## src/rtl/wb_arbiter.sv

```systemverilog
// Writeback arbiter: merges pipeline results with buffered long-latency results
// into the single register-file write port, plus a pending-register scoreboard.
module wb_arbiter (
    input  logic        clk,
    input  logic        reset,
    input  logic        pipe_write,
    input  logic [4:0]  pipe_wrAddr,
    input  logic [31:0] pipe_wrData,
    input  logic        lu_issue,
    input  logic [4:0]  lu_issueAddr,
    input  logic        lu_valid,
    input  logic [4:0]  lu_wrAddr,
    input  logic [31:0] lu_wrData,
    output logic        lu_ready,
    output logic        write,
    output logic [4:0]  wrAddr,
    output logic [31:0] wrData,
    input  logic [4:0]  rdAddrA,
    input  logic [4:0]  rdAddrB,
    output logic        stall,
    output logic [31:0] pending
);

    logic [4:0]  r_fifoAddr [0:1];
    logic [31:0] r_fifoData [0:1];
    logic        r_wptr;
    logic        r_rptr;
    logic [1:0]  r_count;

    logic        r_write;
    logic [4:0]  r_wrAddr;
    logic [31:0] r_wrData;
    logic [31:0] r_pending;

    logic        w_pipeReq;
    logic        w_empty;
    logic        w_ready;
    logic        w_deq;
    logic        w_enq;
    logic [4:0]  w_headAddr;
    logic [31:0] w_headData;
    logic [31:0] w_pendNext;
    logic        w_stallA;
    logic        w_stallB;

    assign w_pipeReq  = pipe_write & (|pipe_wrAddr);
    assign w_empty    = (r_count == 2'd0);
    assign w_ready    = (r_count != 2'd2);
    assign w_deq      = ~w_pipeReq & ~w_empty;
    // x0 results still handshake but are never buffered
    assign w_enq      = lu_valid & w_ready & (|lu_wrAddr);
    assign w_headAddr = r_fifoAddr[r_rptr];
    assign w_headData = r_fifoData[r_rptr];

    always_comb begin
        w_pendNext = r_pending;
        if (w_deq) begin
            w_pendNext[w_headAddr] = 1'b0;
        end
        // a newer issue to the same register outranks the retiring one
        if (lu_issue && (|lu_issueAddr)) begin
            w_pendNext[lu_issueAddr] = 1'b1;
        end
        w_pendNext[0] = 1'b0;
    end

    always_ff @(posedge clk or posedge reset) begin
        if (reset) begin
            r_fifoAddr[0] <= '0;
            r_fifoAddr[1] <= '0;
            r_fifoData[0] <= '0;
            r_fifoData[1] <= '0;
            r_wptr        <= 1'b0;
            r_rptr        <= 1'b0;
            r_count       <= 2'd0;
        end else begin
            if (w_enq) begin
                r_fifoAddr[r_wptr] <= lu_wrAddr;
                r_fifoData[r_wptr] <= lu_wrData;
                r_wptr             <= ~r_wptr;
            end
            if (w_deq) begin
                r_rptr <= ~r_rptr;
            end
            r_count <= r_count + {1'b0, w_enq} - {1'b0, w_deq};
        end
    end

    always_ff @(posedge clk or posedge reset) begin
        if (reset) begin
            r_write   <= 1'b0;
            r_wrAddr  <= '0;
            r_wrData  <= '0;
            r_pending <= '0;
        end else begin
            r_pending <= w_pendNext;
            if (w_pipeReq) begin
                r_write  <= 1'b1;
                r_wrAddr <= pipe_wrAddr;
                r_wrData <= pipe_wrData;
            end else if (!w_empty) begin
                r_write  <= 1'b1;
                r_wrAddr <= w_headAddr;
                r_wrData <= w_headData;
            end else begin
                r_write  <= 1'b0;
            end
        end
    end

    assign w_stallA = (|rdAddrA) & r_pending[rdAddrA];
    assign w_stallB = (|rdAddrB) & r_pending[rdAddrB];

    assign lu_ready = w_ready;
    assign write    = r_write;
    assign wrAddr   = r_wrAddr;
    assign wrData   = r_wrData;
    assign stall    = w_stallA | w_stallB;
    assign pending  = r_pending;

endmodule

```

## config.mk

```make
export PLATFORM = sky130hd
export DESIGN_NAME = wb_arbiter
export DESIGN_NICKNAME = d
export VERILOG_FILES = /design/src/rtl/wb_arbiter.sv
export SDC_FILE = /design/constraint.sdc
export NUM_CORES = 1
export LEC_CHECK = 0
export CORE_ASPECT_RATIO = 0.7
export CORE_UTILIZATION = 25
export CTS_BUF_LIST = sky130_fd_sc_hd__clkbuf_4
export DETAILED_ROUTE_END_ITERATION = 12
export PLACE_DENSITY = 0.54
export SETUP_SLACK_MARGIN = 0.02
export SYNTH_ARGS = -nofsm -noshare
export SYNTH_HDL_FRONTEND = slang
export SYNTH_SLANG_ARGS = --single-unit
export TNS_END_PERCENT = 30
```

## constraint.sdc

```tcl
create_clock -name clk -period 5 [get_ports clk]
set_input_delay 0.75 -clock clk [delete_from_list [all_inputs] [get_ports clk]]
set_output_delay 0.75 -clock clk [all_outputs]
set_load 0.05 [all_outputs]
```

==> results of run 1 <==
## sequential cells by signal, summed over array words and instances (netlist names)
signal	cells
r_fifoData	64
wrAddr	5
pending	31
r_fifoAddr	10
r_wptr	1
r_count	2
r_rptr	1
wrData	32
write	1
## cell families (layout without fill, tap and decap cells)
| logic type | Yosys count | after routing | synth area share |
|---|---|---|---|
| compound gates | 153 | 153 | 0.119 |
| flops | 147 | 147 | 0.531 |
| mux | 133 | 133 | 0.222 |
| simple gates | 131 | 131 | 0.0906 |
| buf+inv | 41 | 210 | 0.0296 |
| xor+xnor | 3 | 3 | 0.00379 |
| fa+ha+maj | 2 | 2 | 0.00361 |
| other cells | 1 | 3 | 0.000541 |
## final cells by class
class / instances / area, µm² / share of cell area
Clock inverter: 13 / 144 / 0.0156
Clock buffer: 17 / 128 / 0.0139
Antenna cell: 2 / 5.00 / 0.000544
Tap cell: 364 / 455 / 0.0495
Multi-Input combinational cell: 423 / 3050 / 0.332
Timing Repair Buffer: 172 / 1700 / 0.185
Sequential cell: 147 / 3680 / 0.400
Inverter: 8 / 35.0 / 0.00381
## worst min-delay path by stage
stage | slack, ns | cells after the start | to
after global placement | 0.47 | 1 | r_fifoData[58]
after CTS | 0.51 | 1 | r_fifoAddr[5]
after global routing | 0.52 | 1 | r_fifoData[35]
final | 0.50 | 1 | r_fifoData[63]
after floorplan | 0.46 | 1 | r_fifoAddr[5]
after detailed placement | 0.48 | 1 | r_fifoAddr[5]
## power groups by stage
| stage | logic, mW | clock network (mW) | registers [mW] |
|---|---|---|---|
| after CTS | 3.32 | 0.803 | 2.19 |
| after floorplan | 1.47 | 0 | 2.94 |
| final | 3.29 | 0.765 | 2.20 |
| after global routing | 3.54 | 0.851 | 2.27 |
| after detailed placement | 3.31 | 0 | 2.22 |
| after global placement | 3.28 | 0 | 2.22 |
## worst max-delay path, cell delays in order
cell and delay, ns:
clkdlybuf4s50_1 0.87, mux4_2 0.59, o32ai_1 0.23, nor3_1 0.07
or3_1 0.35, clkdlybuf4s50_1 0.72
## per-stage QoR
stage / area (µm²) / hold WS [ns] / setup WS [ns] / utilization
2_1_floorplan: 6930 / 0.464 / 0.299 / -
3_3_place_gp: 8930 / 0.472 / 0.656 / 0.331
3_5_place_dp: 8930 / 0.480 / 0.654 / 0.331
4_1_cts: 9200 / 0.508 / 0.645 / 0.341
5_1_grt: 9200 / 0.524 / 0.513 / 0.341
6_report: 9200 / 0.504 / 0.662 / 0.341
## per-layer routing
layer | part of all wire | vias to the layer above | wire, µm
met1 | 0.51 | 2653 | 10200
met2 | 0.41 | 165 | 8230
met4 | 0.013 | 0 | 258
li1 | - | 2509 | -
met3 | 0.073 | 15 | 1480
met5 | 0 | - | 0
## Yosys cell counts (2+ instances only)
cell type / instances
clkbuf_1: 12
nor2_1: 41
buf_1: 5
or2_2: 2
o2111ai_1: 4
or4_1: 2
nand2b_1: 5
mux2_1: 17
buf_2: 8
xnor2_1: 2
or3b_2: 3
buf_4: 5
mux2i_1: 48
mux4_2: 9
or3_1: 2
mux2_2: 59
nand3b_1: 5
a21oi_1: 34
dfrtp_1: 147
inv_1: 7
a311oi_1: 2
nand2_1: 51
nor2b_1: 4
a22oi_1: 4
buf_6: 3
ha_1: 2
or3_4: 4
nand3_1: 4
o21ai_1: 27
o21ai_0: 75
==> key figures, run 1 <==
Routing
  • Antenna viol nets, final: 0
  • Vias: 5342
  • Initial DRC Count: 282
  • Number of iterations in the first detailed-routing pass: 4
  • Via density: 4.66
  • Detailed-route wire length per cell: 17.6 µm
  • DRT Wirelength: 20200 µm
  • DRC errors left: 0

Clock network
  • Worst-path clk slew: 0.12 ns
  • CTS Buf Count: 17
  • Clk_lat worst skew: 0.55 ns
  • H-tree depth: 4
  • Resize count post-CTS: 0
  • Setup bufs post-CTS: 0
  • Root Buffer Master: clkbuf_4
  • Clk buf depth: 2
  • Cts hold-fix bufs: 0
  • TritonCTS sink count: 147
  • CTS tree: built

Die
  • Site Rows: 50
  • Initial Util: 0.257
  • Core area: 27000 µm²
  • Die Wd: 201 µm
  • # IOs: 166
  • Die Area: 28400 µm²
  • Vert. Die Dim: 141 µm

Yosys
  • Synth Flop Type: dfrtp_1
  • Yosys reg bits: 147
  • Syn Nets: 707
  • Share of the synthesized area in the top cell type: 0.531
  • Top cells by area, synth: dfrtp_1 53%, mux2_2 9.6%, mux2i_1 6.9%, o21ai_0 5.4%, mux4_2 2.9%
  • Synth Warn #: 0
  • Post-synth top area cell: dfrtp_1
  • Number of synthesized flops with an enable pin: 0
  • Syn avg cell area: 11.3 µm²
  • Syn Inst Count: 611
  • Netlist cell types: 48
  • Sequential area share after synthesis: 0.531
  • Async SR Flop Fraction: 1.00
  • Netlist Area Pre-Place: 6930 µm²

Run
  • Max-cap viol count: 0

Placement
  • Dpl hpwl: 14500 µm
  • Gp weighted congestion: 0.888
  • Dpl cells: 1114
  • Port bufs: 164

Global routing
  • M3 GR Usage: 0.0492
  • Global Route Usage Sum: 0.147
  • Initial antenna violation count: 2
  • Met2 Use GR: 0.201
  • Gr ovfl total: 0
  • Vias in the first global route: 5453
  • Largest net degree at the start of global routing: 96
  • Top Usage Layer GRT: met1
  • Met1 Usage GRT: 0.215
  • First-pass GRT wire length: 31900 µm

Pwr
  • Sw Pwr: 2.86 mW
  • P_leak: 3.77 nW
  • Sequential share of power: 0.351
  • Logic pwr share: 0.526
  • Sw Ratio: 0.457
  • Maximum VDD drop: 0.000325 V
  • Clock power frac: 0.122
  • PD cells: 679 nW/µm²
  • Internal: 3.39 mW
  • Power, Total: 6.25 mW

Timing
  • Fmax: 231 MHz
  • Slew HR: 0.407
  • RSZ-0062 raised after global routing: false
  • Min Tclk post-route: 4.34 ns
  • Endpoints failing hold: 0
  • Worst Tran Pin Value: 0.889 ns
  • Final Skew: 0.0195 ns
  • Setup violators final: 0
  • Sum Neg Setup Slack: 0 ns
  • Final Max Slew Viols: 0
  • Final Cycle Share: 0.868

Min path
  • Hold Startpoint: r_fifoData[63]
  • Hold Path Class: register to register

Final layout
  • Synthesis-to-finish area growth: 32.8%
  • Most frequent cells in the layout: 164 x clkdlybuf4s50_1, 146 x dfrtp_1, 75 x o21ai_0
  • Layout cells sized above 1: 0.154
  • Net count, final: 865
  • Most common cell after layout, fill and taps aside: clkdlybuf4s50_1
  • Fillers: 2710
  • Layout Cells excl Fill: 1146

Setup path
  • Worst reg2reg path endpoint: pending[27]
  • Crit Path Max Fanout: 11
  • CP startpoint: rdAddrB[0]
  • Crit. End Element: primary output
  • Startpoint Class: input port
  • FF-to-FF setup slack: 2.61 ns
  • Setup CP Type: input port to primary output
  • Worst r2r path cells: 6
  • Arrival time worst endpoint: 3.59 ns
  • RR Startpoint: r_rptr
  • Worst setup endpoint: stall
  • CP Data Required Time: 4.25 ns

Run status
  • Status: finished, final reports clean
Note: power is estimated with default switching activity, not from simulation.
==> run 2, diff against run 1 <==
CORE_UTILIZATION = 38   (was 25)
PLACE_DENSITY = 0.72   (was 0.54)
clock period = 4.9 ns   (was 5 ns; I/O delays follow)
==> run 2 against run 1 <==
- final cell count fell by 12%
- flip-flop and latch count unchanged
- count of clock-buffer cells in the layout did not move
- clock skew is 0.013 ns higher
- combinational power barely moved
- hold slack better by 0.0024 ns
- global-route usage is 5.4 points higher
- first-iteration DRC count rose by 53%
- clock power down 8.8%
- worst setup slack worse by 0.079 ns
- critical path type unchanged
- largest power group unchanged
==> key figures, run 2 (synthesized netlist as in run 1, its figures left out) <==
Run status
  • Status: finished, final reports clean

Setup path
  • Setup CP Type: input port to primary output
  • Worst r2r path cells: 6
  • CP Data Required Time: 4.16 ns
  • Crit. End Element: primary output
  • Arrival time worst endpoint: 3.58 ns
  • Crit Path Max Fanout: 12
  • Startpoint Class: input port

Routing
  • Initial DRC Count: 431
  • Vias: 5408
  • Number of iterations in the first detailed-routing pass: 6
  • Detailed-route wire length per cell: 17.9 µm
  • Via density: 5.36
  • Antenna viol nets, final: 0
  • DRC errors left: 0
  • DRT Wirelength: 18100 µm

Clock network
  • Worst-path clk slew: 0.13 ns
  • Root Buffer Master: clkbuf_4
  • Resize count post-CTS: 0
  • Clk buf depth: 2
  • CTS tree: built
  • Cts hold-fix bufs: 0
  • Setup bufs post-CTS: 0
  • Clk_lat worst skew: 0.54 ns
  • H-tree depth: 4
  • CTS Buf Count: 17
  • TritonCTS sink count: 147

Placement
  • Gp weighted congestion: 0.917
  • Dpl ws: 0.572 ns
  • Dpl cells: 977
  • Area after DPL: 8740 µm²
  • Dpl hpwl: 12800 µm
  • Port bufs: 164

Timing
  • Final Cycle Share: 0.881
  • Slew HR: 0.302
  • Final Max Slew Viols: 0
  • RSZ-0062 raised after global routing: false
  • Sum Neg Setup Slack: 0 ns
  • Setup violators final: 0
  • Final Skew: 0.0323 ns
  • Fmax: 232 MHz
  • Worst hold slack: 0.506 ns
  • Endpoints failing hold: 0
  • Worst Tran Pin Value: 1.05 ns
  • Worst setup margin: 0.583 ns
  • Min Tclk post-route: 4.32 ns

Global routing
  • Global Route Usage Sum: 0.200
  • Gr ovfl total: 0
  • Largest net degree at the start of global routing: 88
  • Vias in the first global route: 5232
  • Initial antenna violation count: 0
  • First-pass GRT wire length: 28900 µm

Pwr
  • Power, Total: 6.26 mW
  • Maximum VDD drop: 0.000316 V
  • P_leak: 3.75 nW
  • PD cells: 696 nW/µm²

Die
  • Site Rows: 40
  • Die Wd: 163 µm
  • # IOs: 166
  • Initial Util: 0.396
  • Die Area: 18800 µm²
  • Vert. Die Dim: 115 µm
  • Core area: 17500 µm²

Final layout
  • Most frequent cells in the layout: 164 x clkdlybuf4s50_1, 146 x dfrtp_1, 75 x o21ai_0
  • Net count, final: 861
  • Most common cell after layout, fill and taps aside: clkdlybuf4s50_1
  • Layout cells sized above 1: 0.156
  • Diode count: 0
  • Synthesis-to-finish area growth: 29.8%
  • Util after Layout: 0.513
  • Design Area, Final: 8990 µm²
  • Max reg flops: 64
  • Layout Cells excl Fill: 1009
  • Biggest register: r_fifoData

Run
  • Max-cap viol count: 0

Min path
  • Cells on Worst Hold Path: 1
  • Hold Path Class: register to register
run 2: cell count changes in the layout (fill, tap and decap cells not counted), sizes merged:
| cell | delta |
|---|---|
| diode | -2 |
| clkinv | -2 |
| buf | -4 |
| bufinv | -3 |
| inv | +7 |
run 2: per-layer routing:
layer,routed length [µm],up-vias,GRT usage
met5,0,-,0
li1,-,2501,-
met3,1760,6,0.0693
met1,8730,2685,0.296
met4,54,0,0.0511
met2,7530,216,0.277
run 2: where the power goes:
| part | switching [mW] | leakage [nW] | internal (mW) | total (mW) |
|---|---|---|---|---|
| registers | 0.476 | 1.76 | 1.79 | 2.27 |
| logic | 1.97 | 1.86 | 1.32 | 3.29 |
| clock network | 0.484 | 0.134 | 0.214 | 0.698 |
| total | 2.93 | 3.75 | 3.33 | 6.26 |
run 2: path summary, 6_finish.rpt:
kind / start / end / slack (ns)
worst max-delay path: rdAddrA[0] / stall / 0.58
worst min-delay path: r_fifoData[58] / r_fifoData[58] / 0.51
worst max register to register: r_rptr / pending[27] / 2.23
worst min register to register: r_fifoData[58] / r_fifoData[58] / 0.51
max in group asynchronous: reset / r_fifoData[43] / 3.40
min in group asynchronous: reset / pending[15] / 0.62
run 2: final cells by class:
cell class              count  area, µm²
fillers                  1589       8520
multi-input cells         423       3050
flip-flops and latches    147       3680
well taps                 231        289
inverters                   8       35.0
repair buffers            168       1680
clock buffers              17        128
clock inverters            15        123
run 2: worst max-delay path, stage by stage:
cell and delay, ns:
clkdlybuf4s50_1 0.91, mux4_2 0.58, o2111ai_1 0.21, nand4_1 0.12
or3_1 0.32, clkdlybuf4s50_1 0.70
==> run 3, diff against run 2 <==
ABC_AREA = 0   (was not set)
==> results of run 3 <==
No change in the layout: final DEF, timing and power equal those of run 2.
